$ cat config.mk
export PLATFORM = sky130hd
export DESIGN_NAME = led_frame_sched
export DESIGN_NICKNAME = d
export VERILOG_FILES = /design/src/rtl/led_frame_sched.sv
export SDC_FILE = /design/constraint.sdc
export NUM_CORES = 1
export LEC_CHECK = 0
export CAP_MARGIN = 20
export CORE_ASPECT_RATIO = 0.7
export CORE_MARGIN = 3
export CORE_UTILIZATION = 45
export DETAILED_ROUTE_END_ITERATION = 7
export DONT_BUFFER_PORTS = 1
export SETUP_SLACK_MARGIN = 0.4
export SYNTH_ARGS = -nofsm -noshare
export SYNTH_HDL_FRONTEND = slang
export SYNTH_SLANG_ARGS = --single-unit
$ cat constraint.sdc
create_clock -name clk -period 2.8 [get_ports clk]
set_clock_uncertainty 0.05 [all_clocks]
set_input_delay 0.7 -clock clk [delete_from_list [all_inputs] [get_ports clk]]
set_output_delay 0.7 -clock clk [all_outputs]
set_load 0.05 [all_outputs]
$ cat src/rtl/led_frame_sched.sv
// Buffers GRB bytes for an LED chain and streams them to the bit encoder on commit; optional LED_AUTO_REFRESH_EN self-commits when idle.
// Latency: commit at N -> first byte valid at N+2; each byte held until byte_ready_i, then the next follows with no bubble.
module led_frame_sched #(
  parameter int LED_CNT        = 3,
  parameter int GAP_CYCLES     = 2500,
  parameter int REFRESH_CYCLES = 500000
) (
  input  logic       clk,
  input  logic       rst_n,
  input  logic       wr_en_i,
  input  logic [7:0] wr_addr_i,
  input  logic [7:0] wr_data_i,
  input  logic [7:0] rd_addr_i,
  output logic [7:0] rd_data_o,
  input  logic       commit_i,
  output logic [7:0] byte_o,
  output logic       byte_valid_o,
  input  logic       byte_ready_i,
  output logic       busy_o,
  output logic       frame_done_o
);

  localparam int DEPTH = LED_CNT * 3;
  localparam int IW    = (DEPTH > 1) ? $clog2(DEPTH) : 1;
  localparam int GW    = $clog2(GAP_CYCLES + 1);
  localparam logic [7:0]    LAST_ADDR = 8'(DEPTH - 1);
  localparam logic [IW-1:0] LAST_IDX  = IW'(DEPTH - 1);

  typedef enum logic [1:0] {IDLE, LOAD, SEND, GAP} state_t;

  state_t        state, state_nxt;
  logic [7:0]    buf_mem [DEPTH];
  logic [IW-1:0] idx, idx_nxt;
  logic [GW-1:0] gap_cnt;
  logic [7:0]    byte_q, rd_q;
  logic          byte_vld_q, pending, frame_done, xfer, frame_start, commit_req;

  assign xfer        = byte_vld_q & byte_ready_i;
  assign idx_nxt     = idx + IW'(1);
  assign frame_start = (state_nxt == LOAD);

`ifdef LED_AUTO_REFRESH_EN
  localparam int RW = (REFRESH_CYCLES > 1) ? $clog2(REFRESH_CYCLES) : 1;
  logic [RW-1:0] ref_cnt;
  logic          auto_commit;

  assign auto_commit = (state == IDLE) && (ref_cnt == RW'(REFRESH_CYCLES - 1));
  assign commit_req  = commit_i | auto_commit;

  always_ff @(posedge clk) begin
    if (!rst_n)
      ref_cnt <= '0;
    else if (frame_start)
      ref_cnt <= '0;
    else if (state == IDLE)
      ref_cnt <= ref_cnt + RW'(1);
  end
`else
  assign commit_req = commit_i;
`endif

  always_ff @(posedge clk) begin
    if (!rst_n)
      state <= IDLE;
    else
      state <= state_nxt;
  end

  always_comb begin
    state_nxt  = state;
    frame_done = 1'b0;
    case (state)
      IDLE: if (commit_req) state_nxt = LOAD;
      LOAD: state_nxt = SEND;
      SEND: if (xfer && idx == LAST_IDX) state_nxt = GAP;
      GAP: begin
        if (gap_cnt == GW'(1)) begin
          frame_done = 1'b1;
          state_nxt  = (pending || commit_req) ? LOAD : IDLE;
        end
      end
      default: state_nxt = IDLE;
    endcase
  end

  always_ff @(posedge clk) begin
    if (!rst_n) begin
      for (int i = 0; i < DEPTH; i++) buf_mem[i] <= 8'h00;
      rd_q       <= 8'h00;
      byte_q     <= 8'h00;
      byte_vld_q <= 1'b0;
      idx        <= '0;
      gap_cnt    <= '0;
      pending    <= 1'b0;
    end else begin
      if (wr_en_i && wr_addr_i <= LAST_ADDR)
        buf_mem[wr_addr_i[IW-1:0]] <= wr_data_i;
      rd_q <= (rd_addr_i <= LAST_ADDR) ? buf_mem[rd_addr_i[IW-1:0]] : 8'h00;

      // A commit arriving while a frame runs (including its done cycle) is held for one re-send.
      if (frame_start)
        pending <= 1'b0;
      else if (commit_req && state != IDLE)
        pending <= 1'b1;

      case (state)
        LOAD: begin
          idx        <= '0;
          byte_q     <= buf_mem[0];
          byte_vld_q <= 1'b1;
        end
        SEND: begin
          if (xfer) begin
            if (idx == LAST_IDX) begin
              byte_vld_q <= 1'b0;
              gap_cnt    <= GW'(GAP_CYCLES);
            end else begin
              idx    <= idx_nxt;
              byte_q <= buf_mem[idx_nxt];
            end
          end
        end
        GAP:     gap_cnt <= gap_cnt - GW'(1);
        default: ;
      endcase
    end
  end

  assign rd_data_o    = rd_q;
  assign byte_o       = byte_q;
  assign byte_valid_o = byte_vld_q;
  assign busy_o       = (state != IDLE);
  assign frame_done_o = frame_done;

endmodule

# Yosys cells after proc, flatten, opt, wreduce, memory -nomap -nowiden
# Memory sizes are Yosys's and may differ from the RTL's. A register that Yosys moved wholly into a read port is not among the register bits.
# Cells that the tools add are included.
[totals]
ff_bits = 28
latchBits = 0
mem_bits_rw = 72
mem_bits_ro = 0
inputBits = 29
output_inout_bits = 19
elab_cells = 63
memories = 1
[op_classes]
n_addsub = 2
multipliers = 0
n_div = 0
order_cmp = 2
n_eq_ne = 9
n_shift = 0
mux = 26
n_bitwise = 2
n_reduce_logical = 15
[memory_table]
columns = ["name", "depth", "word_bits", "read_ports", "rd_clocked_by_memory_dff", "write_ports", "line_no", "source"]
rows = [
  ["buf_mem", 9, 8, 3, 1, 9, "32", "logic [7:0] buf_mem [DEPTH];"],
]
[ops]
columns = ["cell", "n"]
rows = [
  ["$mux 12", 2],
  ["$mux 8", 3],
  ["$pmux 12 s2", 1],
  ["$le 8x4->1 const B", 2],
  ["$pmux 8 s2", 1],
  ["$eq 12x1->1 const B", 1],
  ["$mux 4", 3],
  ["$sub 12x1->12 const B", 1],
  ["$mux 1", 10],
  ["$reduce_and 3->1", 3],
  ["$pmux 2 s4", 1],
  ["$pmux 4 s2", 1],
  ["$reduce_or 8->1", 1],
  ["$mux 2", 3],
  ["$ne 2x2->1 const B", 3],
  ["$reduce_bool 2->1", 3],
  ["$add 4x1->4 const B", 1],
  ["$eq 2x1->1 const B", 2],
  ["$eq 2x2->1 const B", 2],
  ["$eq 4x4->1 const B", 1],
  ["$logic_and 1x1->1", 3],
  ["$logic_not 2->1", 1],
  ["$pmux 1 s2", 1],
  ["$reduce_and 2->1", 1],
  ["other kinds (5)", 5],
]

# Longest topological paths before layout
[depth]
depth_word = 7
depth_mapped = 12
depth_no_buf = 7

# Least setup slack after synthesis
# No wires, ideal clock.
[synth_path]
path_type = "flip-flop to flip-flop"
from = "register idx[0]"
to = "register byte_q[6] (netlist: byte_o[6])"
setup_time_ns = 0.117
arrival_ns = 2.581
t_required_ns = 2.633
slack_ns = 0.051
path_stages_with_launch = 13
path_buffers = 5
period_less_slack_ns = 2.749
cell_sequence = "dfxtp_1 buf_6 buf_6 buf_4 inv_1 ha_1 buf_2 buf_2 mux4_2 and2_1 a2111oi_2 a31oi_1 a32o_1"
[synth_between]
elab_chain_cells = 5
elab_cells_between_ends = 8
cone_classes = "add/sub: 1; eq/ne: 2; mux: 3; reduce/logical: 1; memory: 1"
[synth_lines]
columns = ["element", "line_no", "source"]
rows = [
  ["start, declared", "33", "logic [IW-1:0] idx, idx_nxt;"],
  ["start signal, assigned", "118", "idx <= idx_nxt;"],
  ["$add 4x1->4", "39", "assign idx_nxt = idx + IW'(1);"],
  ["$mem_v2 9x8", "n/a", ""],
  ["$mux 8", "114", "if (idx == LAST_IDX) begin"],
  ["$mux 8", "113", "if (xfer) begin"],
  ["$pmux 8 s2", "106", "case (state)"],
  ["end signal, assigned", "109", "byte_q <= buf_mem[0];"],
  ["end signal, assigned", "119", "byte_q <= buf_mem[idx_nxt];"],
  ["end, declared", "35", "logic [7:0] byte_q, rd_q;"],
]
# Parallel ways exist; a longest one is shown, timed or not. The select of a mux whose other input is x is not followed.
# A chain may end at the register's enable or synchronous reset.

# Worst setup path after layout
[layout_path]
from = "register gap_cnt[10]"
to = "output frame_done_o"
[layout_between]
elab_chain_cells = 3
[layout_lines]
columns = ["element", "line_no", "source"]
rows = [
  ["start, declared", "34", "logic [GW-1:0] gap_cnt;"],
  ["start signal, assigned", "116", "gap_cnt <= GW'(GAP_CYCLES);"],
  ["start signal, assigned", "123", "GAP: gap_cnt <= gap_cnt - GW'(1);"],
  ["$eq 12x1->1", "77", "if (gap_cnt == GW'(1)) begin"],
  ["$mux 1", "77", ""],
  ["$mux 1", "72", "case (state)"],
  ["end, declared", "20", "output logic frame_done_o"],
]
# No other way between the ends.

==> key figures <==
Pwr
  • Power Dens Cells: 603.3 nW/um^2
  • Maximum VDD drop: 0.0003679 V
  • Total power: 0.005541 W
  • Leak: 3.151 nW

Setup path
  • CP max stage delay: 0.35 ns
  • Critical Path End Type: output port
  • Slowest-stage cell, CP: dfxtp_1
  • Worst EP arrival: 1.63 ns
  • Worst path required time: 2.05 ns
  • Worst path cell trace: nor4_4 -> nand4_1 -> nor2_2 -> buf_6
  • Nature of the critical path startpoint: flip-flop
  • CP top delay family: simple AND/OR/NAND/NOR gates
  • CP bufs+invs: 1
  • Setup CP Type: flip-flop to output port
  • CP max FO: 3

Layout
  • Area delta synth->final: 14.40%
  • Non-filler cells in the finished layout: 861
  • Antenna Cells: 0
  • Fraction of layout cells with a size suffix above 1: 0.2127
  • Nets@finish: 650

Detailed routing
  • Drt first pass iters: 4
  • Initial DRC count: 515
  • Residual DRC: 0
  • Routed wire length per instance: 22.62 um
  • Total Routed Length: 19,470 um
  • Via count: 4,916
  • Antenna-violating nets left: 0
  • Vias per inst: 5.710

STA
  • Post-layout minimum cycle time: 2.383 ns
  • Slew Limit Fails: 0
  • Final Hold Slack: 0.3171 ns
  • F_max: 0.4196 GHz
  • Final count of negative-setup-slack endpoints: 0
  • Hold Fails Final Rpt: 0
  • Total negative setup slack: 0 ns
  • Final period utilization: 0.8512
  • Final setup margin: 0.4167 ns
  • RSZ-0062 raised after global routing: true
  • Worst Max-Slew Pin Slew: 0.5890 ns
  • Slew margin rel.: 0.6043

Placed design
  • Dpl ws: 0.3821 ns
  • Detailed Place HPWL: 13,830 um
  • IO Port Bufs: 0
  • GPL Wtd Cong: 0.8561
  • Cells after DPL: 825

Clock tree
  • Clock slew at reported path FFs: 0.07 ns
  • Clk_lat worst skew: 0.43 ns
  • CTS tree: built
  • Max Root-Sink Buffers: 2
  • Sink Count: 164
  • CTS buffer count: 17
  • CTS Hold Buffers Added: 0
  • Root buffer cell: clkbuf_16
  • H-tree levels: 4

Synthesis
  • Main combinational cell family by area after synthesis: multiplexers
  • Synth Area in Compound Gates: 0.05564
  • Cell Area, Synth: 8028 um^2
  • Synth unique cells: 48
  • Ys async rst share: 0
  • Synthesized-area fraction occupied by adder cells: 0.006234
  • Post-synthesis sequential area ratio: 0.5686
  • Top cell type's share of synthesized area: 0.4788
  • Mux contribution to synthesized area: 0.1970
  • YS warnings: 0
  • Main flop type after synthesis: edfxtp_1
  • Synth Area in Simple Gates: 0.1334
  • Synth Register Bits: 164
  • Synth Area in XOR/XNOR: 0.01512
  • Largest cells by area after synthesis: edfxtp_1, mux4_2, dfxtp_1, and2_1, mux2i_1
  • Post-synth EDFFs: 128
  • Post-synthesis instance total: 550
  • Most area-hungry cell type in the Yosys netlist: edfxtp_1
  • Syn_area_per_cell: 14.60 um^2

Hold path
  • Tightest Hold Check Type: primary input to flip-flop

Global route
  • First-pass GRT wire length: 30,040 um
  • Largest net degree at the start of global routing: 34
  • Number of global-route vias before repair: 4,902
  • Global route overflow: 0
  • Antenna violations before repair: 0
  • Gr usage total: 0.2057

Floorplanning
  • Die Area: 19,500 um^2
  • Core footprint: 17,320 um^2
  • Ports: 48
  • Die span in y: 117.7 um
  • Die X: 165.6 um
  • Starting Density: 0.4636
  • Row Count: 40

Run
  • Max Cap Viol: 0

Run status
  • Status: complete, no violations
[worst paths after layout]
path                start             end  slack (ns)  cells after the start
min reg2reg       pending         pending        0.51                      1
min          wr_data_i[6]  buf_mem[14][6]        0.32                      0
max reg2reg        idx[0]       byte_o[6]        0.52                      8
max           gap_cnt[10]    frame_done_o        0.42                      4
[flip-flops by register name (all words and copies together) (netlist names)]
signal,flops
buf_mem,128
gap_cnt,12
byte_o,8
rd_data_o,8
idx,4
state,2
byte_valid_o,1
pending,1
[cell usage after synthesis, types with 8 or more instances]
cell type  number
edfxtp_1      128
and2_1         75
mux4_2         64
nand2_1        37
dfxtp_1        36
nor2_1         27
a211oi_1       17
buf_2          16
mux2i_1        14
a21oi_1        12
nor2b_1        11
xor2_1         10
clkbuf_1        8
nand2b_1        8
nor3_1          8
[per-stage QoR]
step	util	cell area [um^2]
final	0.5303	9184
after global routing	0.5303	9184
after CTS	0.5272	9130
after detailed placement	0.4921	8522
after global placement	0.4921	8522
after floorplan	-	8287
[routing by layer]
layer / global-route usage / part of all wire
met5: 0 / 0
met4: 0.04883 / 0.014
met2: 0.3019 / 0.45
met1: 0.2987 / 0.45
met3: 0.06949 / 0.083
[cell families (layout without fill, tap and decap cells)]
| family | after synthesis | in the layout |
|---|---|---|
| buffers and inverters | 37 | 62 |
| XOR/XNOR | 13 | 13 |
| AND/OR/NAND/NOR | 195 | 195 |
| AO/OA/AOI/OAI | 58 | 58 |
| adder cells (fa/ha/maj) | 4 | 4 |
| other | 1 | 56 |
| multiplexers | 78 | 78 |
| flip-flops | 164 | 164 |
[area by class of cell]
cell class | instances | area, um^2
Clock buffer | 22 | 508.0
Clock inverter | 10 | 70.07
Fill cell | 1473 | 8133
Inverter | 7 | 28.78
Tap cell | 231 | 289.0
Sequential cell | 164 | 4569
Timing Repair Buffer | 23 | 183.9
Multi-Input combinational cell | 404 | 3535
[timing repair]
action,4_1_cts,5_1_grt
setup endpoints to repair,5,9
setup buffers,1,3
gates resized for setup,4,6
pin swaps,2,3
[layout by cell type, fill, tap and decap left out, types with 4 or more instances in the layout]
| master | count |
|---|---|
| a211oi_1 | 17 |
| a21oi_1 | 12 |
| a221oi_1 | 4 |
| a32o_1 | 7 |
| and2_1 | 75 |
| buf_4 | 20 |
| clkbuf_16 | 20 |
| clkinv_4 | 4 |
| conb_1 | 56 |
| dfxtp_1 | 34 |
| edfxtp_1 | 128 |
| inv_1 | 7 |
| mux2i_1 | 14 |
| mux4_2 | 64 |
| nand2_1 | 37 |
| nand2b_1 | 8 |
| nand3_1 | 7 |
| nand4_1 | 5 |
| nor2_1 | 26 |
| nor2b_1 | 11 |
| nor3_1 | 8 |
| o21ai_0 | 5 |
| xor2_1 | 9 |
[worst register-to-register path, delay by kind of cell, from the launching register on]
kind / cells / cell delay, ns
mux: 1 / 0.32
buf+inv: 2 / 0.28
compound gates: 3 / 0.63
simple gates: 1 / 0.17
fa+ha+maj: 1 / 0.29
flops: 1 / 0.43
[report_power, final]
| group | total, W | leakage (nW) | internal, W | switching (W) |
|---|---|---|---|---|
| Combinational | 0.000381 | 1.33 | 0.000207 | 0.000174 |
| Sequential | 0.00290 | 1.52 | 0.00277 | 0.000131 |
| Clock | 0.00226 | 0.292 | 0.00130 | 0.000963 |
| Total | 0.00554 | 3.15 | 0.00427 | 0.00127 |
(Power assumes the default switching activity.)
==> RTL edit 1: new RTL, same flow settings <==
Build with the macro `LED_AUTO_REFRESH_EN` defined.
--- a/src/rtl/led_frame_sched.sv
+++ b/src/rtl/led_frame_sched.sv
@@ -2,2 +2,4 @@
 // Latency: commit at N -> first byte valid at N+2; each byte held until byte_ready_i, then the next follows with no bubble.
+`define LED_AUTO_REFRESH_EN
+
 module led_frame_sched #(
Formal check against the unedited RTL: same outputs for any inputs over 4 cycles, from zero or initial values and one cycle with rst_n low; that may be too few to reach the edited logic, so the function may still have changed.
==> RTL edit 1 against the unedited design <==
  * Worst setup slack worse by 170 ps
  * Critical path type unchanged
  * Critical endpoint unchanged
  * Die area up 11%
  * Power up 14%
  * Highest routed layer is now met5
  * Sequential cell count up 19
  * Synthesized area up 12%
  * Routed wire length up 17%
  * Cell area up 11%
  * Via count up 25%
==> RTL edit 1: results (changes against the unedited design) <==
[metrics] Worst Max-Slew Pin Slew: 756 ps (+167 ps)
[metrics] global-route wire length before repair: 35.1 mm (+17%)
[metrics] internal portion of total power: 4.77 mW (+12%)
[metrics] metal3 WL: 2.17 mm (+35%)
[metrics] number of nets in the finished design: 838 (+29%)
[metrics] cell count after placement: 1045 (+27%)
[metrics] placed instance area: 9550 um^2 (+12%)
[metrics] met2 Use GR: 30.9% (+0.75 points)
[metrics] data arrival time of the worst path: 1800 ps (+170 ps)
[metrics] max incr delay on CP: 550 ps (+200 ps)
[metrics] hold-critical path endpoint: buf_mem[15][2]
[metrics] drt first-iter violations: 733 (+42%)
[metrics] met1 Use GR: 32.7% (+2.8 points)
[metrics] cell types with the largest area share after synthesis: edfxtp_1 43%, dfxtp_1 12%, mux4_2 12%
[metrics] CTS H-Tree Depth: 4 (unchanged)
[metrics] result of the run: completed
[metrics] commonest cells in the synthesized netlist: 128 x edfxtp_1, 94 x nand2_1, 79 x and2_1
[metrics] share of the clock period used by the worst path: 91.0% (+5.9 points)
[metrics] number of antenna violations at the first check in global routing: 1 (+1)
[metrics] number of fillers in the final layout: 1668 (+13%)
[metrics] Worst Setup Slack post-DPL: 251 ps (-131 ps)
[metrics] pin count of the biggest net entering global routing: 42 (+24%)
[metrics] number of optimization iterations in the first detailed-route pass: 5 (+1)
[metrics] beginning of the worst hold path: wr_data_i[2]
[metrics] Crit-path slowest cell: or4_4
[metrics] overall global routing resource usage: 21.8% (+1.3 points)
[metrics] logic depth of the worst register-to-register path: 6 (-2)
[metrics] FF-to-FF End: byte_o[7]
[metrics] M1 wire length: 10.8 mm (+22%)
[metrics] largest registers ranked by flip-flop count: buf_mem x128, ref_cnt x19, gap_cnt x12
[metrics] warnings from Yosys: 0 (unchanged)
[metrics] leakage power: 3.62 nW (+15%)
[metrics] maximum VDD drop: 0.410 mV (+12%)
[metrics] sequential area share after synthesis: 55.2% (-1.6 points)
[metrics] highest metal layer with signal wires: met5
[metrics] power density over cell area: 619 nW/um^2 (+2.6%)
[metrics] global placer's final weighted congestion: 0.866 (+1.2%)
[metrics] worst hold-check slack: 312 ps (-5.09 ps)
[metrics] sequential group power: 3.23 mW (+11%)
[metrics] Total Routed Length: 22.8 mm (+17%)
[metrics] Avg Vias per Cell: 5.67 (-0.67%)
[metrics] Syn Inst Count: 736 (+34%)
[metrics] Comb pwr share: 9.4% (+2.5 points)
[metrics] launch point of the worst path: gap_cnt[5]
[metrics] cell area after layout: 10200 um^2 (+11%)
[metrics] sum of net half-perimeters after detailed placement: 15.9 mm (+15%)
[metrics] dominant synthesized flop cell: edfxtp_1
[metrics] CP Capture Point: frame_done_o
[metrics] fraction of layout instances using a drive strength above 1: 15.1% (-6.2 points)
[metrics] register-to-register setup slack: 550 ps (+30 ps)
[metrics] non-filler cells, final: 1081 (+26%)
[metrics] met3 Track Usage GR: 6.58% (-0.37 points)
[metrics] crit path max fanout: 4 (+1)
## RTL edit 1: cell types whose count changed after synthesis, moves of 7 or more
cell,before,now
mux4_2,64,48
clkbuf_1,8,24
buf_2,16,8
a211oi_1,17,5
a21oi_1,12,23
nor2_1,27,48
nand2_1,37,94
xnor2_1,2,13
xor2_1,10,17
dfxtp_1,36,55
nand3_1,7,41
a32o_1,7,0
## RTL edit 1: kinds of logic (layout without fill, tap and decap cells)
kind of cell             after synthesis  after routing  share of synthesized area (%)
XOR/XNOR                              30             30                           2.93
other                                  1             56                         0.0419
AO/OA/AOI/OAI                         73             73                           5.63
AND/OR/NAND/NOR                      333            333                           19.2
multiplexers                          66             66                           14.1
flip-flops                           183            183                           55.2
adder cells (fa/ha/maj)                5              5                          0.699
buffers and inverters                 45             71                           2.12
## RTL edit 1: layout make-up
class	instances	area share, %
sequential	183	48.4
multi-input combinational	563	39.7
clock buffer	18	4.30
tap	264	3.23
timing repair buffer	29	2.29
clock inverter	14	1.69
inverter	10	0.367
==> RTL edit 2: new RTL, same flow settings <==
Made on the original files. Re-encode `state_t` (4 states) as one-hot, 4 bits wide.
--- a/src/rtl/led_frame_sched.sv
+++ b/src/rtl/led_frame_sched.sv
@@ -28,3 +28,3 @@
 
-  typedef enum logic [1:0] {IDLE, LOAD, SEND, GAP} state_t;
+  typedef enum logic [3:0] {IDLE = 4'b0001, LOAD = 4'b0010, SEND = 4'b0100, GAP = 4'b1000} state_t;
 
Formal check against the unedited RTL: same outputs for any inputs over 4 cycles, from zero or initial values and one cycle with rst_n low; so few cycles prove little.
==> RTL edit 2 against the unedited design <==
  * Synthesized cell count rose by 23%
  * Routed wire length rose by 16%
  * Fmax fell by 7.9%
  * Worst setup slack got worse by 210 ps
  * Power fell by 1.9%
  * Count of clock-buffer cells in the layout fell by 5
  * Final cell count rose by 14%
  * Cell area rose by 8.1%
  * Via count rose by 20%
  * Synthesized area rose by 10%
  * Sequential cell count rose by 2
  * Critical path type unchanged
  * Largest cell class unchanged
  * Largest power group unchanged
==> RTL edit 2: results (changes against the unedited design) <==
[metrics] result of the run: completed
[metrics] number of nets in the finished design: 739 (+14%)
[metrics] register-to-register setup slack: 470 ps (-50 ps)
[metrics] overall global routing resource usage: 21.9% (+1.4 points)
[metrics] leakage power: 3.48 nW (+10%)
[metrics] # Post-CTS Setup Buffers: 5 (+4)
[metrics] crit path max fanout: 4 (+1)
[metrics] drt first-iter violations: 495 (-3.9%)
[metrics] logic depth of the worst register-to-register path: 4 (-4)
[metrics] Avg Vias per Cell: 6.01 (+5.3%)
[metrics] commonest cells in the synthesized netlist: 128 x edfxtp_1, 82 x and2_1, 48 x mux4_2
[metrics] worst hold-check slack: 301 ps (-15.6 ps)
[metrics] CTS Buffer Depth: 2 (unchanged)
[metrics] hold-critical path endpoint: buf_mem[11][0]
[metrics] Worst Max-Slew Pin Slew: 697 ps (+108 ps)
[metrics] via count of the first global-routing pass: 5705 (+16%)
[metrics] number of fillers in the final layout: 1658 (+13%)
[metrics] Post-Synthesis Mean Instance Area: 13.1 um^2 (-10%)
[metrics] FF-to-FF End: byte_o[0]
[metrics] number of optimization iterations in the first detailed-route pass: 5 (+1)
[metrics] beginning of the worst hold path: wr_data_i[0]
[metrics] cell count after placement: 946 (+15%)
[metrics] CTS H-Tree Depth: 4 (unchanged)
[metrics] worst flop-to-flop path startpoint: state[1]
[metrics] routed length per placed instance: 23.0 um (+1.6%)
[metrics] global-route wire length before repair: 34.8 mm (+16%)
[metrics] sequential area share after synthesis: 52.0% (-4.9 points)
[metrics] Worst Setup Slack post-DPL: 288 ps (-93.6 ps)
[metrics] Crit-path slowest cell: or4b_4
[metrics] synth-to-layout area growth: 12.2%
[metrics] non-filler cells, final: 983 (+14%)
[metrics] placed instance area: 9290 um^2 (+9.0%)
[metrics] fraction of layout instances using a drive strength above 1: 19.6% (-1.7 points)
[metrics] Yosys cell types: 56 (+17%)
[metrics] sum of net half-perimeters after detailed placement: 15.5 mm (+12%)
[metrics] global placer's final weighted congestion: 0.856 (about the same)
[metrics] max incr delay on CP: 560 ps (+210 ps)
[metrics] data arrival time of the worst path: 1840 ps (+210 ps)
[metrics] cell depth of the worst min-delay path: 0 (unchanged)
[metrics] maximum VDD drop: 0.422 mV (+15%)
[metrics] pin count of the biggest net entering global routing: 51 (+50%)
[metrics] post-CTS sizing: 12 (+8)
## RTL edit 2: changes by cell type in the layout (fill, tap and decap cells not counted), moves of 15 or more
cell / delta
nor3b_1: +33
mux2_2: +17
mux2i_1: +20
nand2_1: -29
nand3b_1: +15
mux4_2: -16
o211ai_1: +16
## RTL edit 2: logic make-up (layout without fill, tap and decap cells)
group                    after synthesis  after routing  synth area share [%]
adder cells (fa/ha/maj)                4              4                 0.565
other                                  1             56                0.0423
XOR/XNOR                               6              6                 0.593
AO/OA/AOI/OAI                         95             95                  7.94
multiplexers                          99             99                  18.2
AND/OR/NAND/NOR                      234            234                  17.3
buffers and inverters                 69             59                  3.38
flip-flops                           166            166                  52.0
## RTL edit 2: layout make-up
cell class              instances  share of cell area [%]
repair buffers                 21                    1.91
multi-input cells             494                    42.4
well taps                     264                    3.33
clock inverters                15                    1.36
clock buffers                  17                    4.28
inverters                       6                   0.227
flip-flops and latches        166                    46.5
## RTL edit 2: report_power, final
| group | internal (mW) | switching [mW] | total [mW] |
|---|---|---|---|
| sequential | 2.78 | 0.103 | 2.89 |
| clock | 1.18 | 1.10 | 2.28 |
| combinational | 0.151 | 0.122 | 0.273 |
| total | 4.11 | 1.32 | 5.44 |
## RTL edit 2: per-layer routing
layer | share of wire (%) | global-route usage [%]
met1 | 45 | 31.2
met2 | 44 | 32.4
met3 | 10 | 7.12
met4 | 1.3 | 6.33
met5 | 0 | 0
## RTL edit 2: worst max path at each step
stage                      start             to  slack (ps)  cells after the start
finish                  state[2]   frame_done_o         210                      3
global route            state[2]   frame_done_o         140                      3
CTS                     state[2]   frame_done_o         190                      3
detailed placement  wr_addr_i[4]  buf_mem[7][7]         290                      4
global placement    wr_addr_i[4]  buf_mem[2][6]         350                      4
floorplan               state[2]   frame_done_o         380                      4
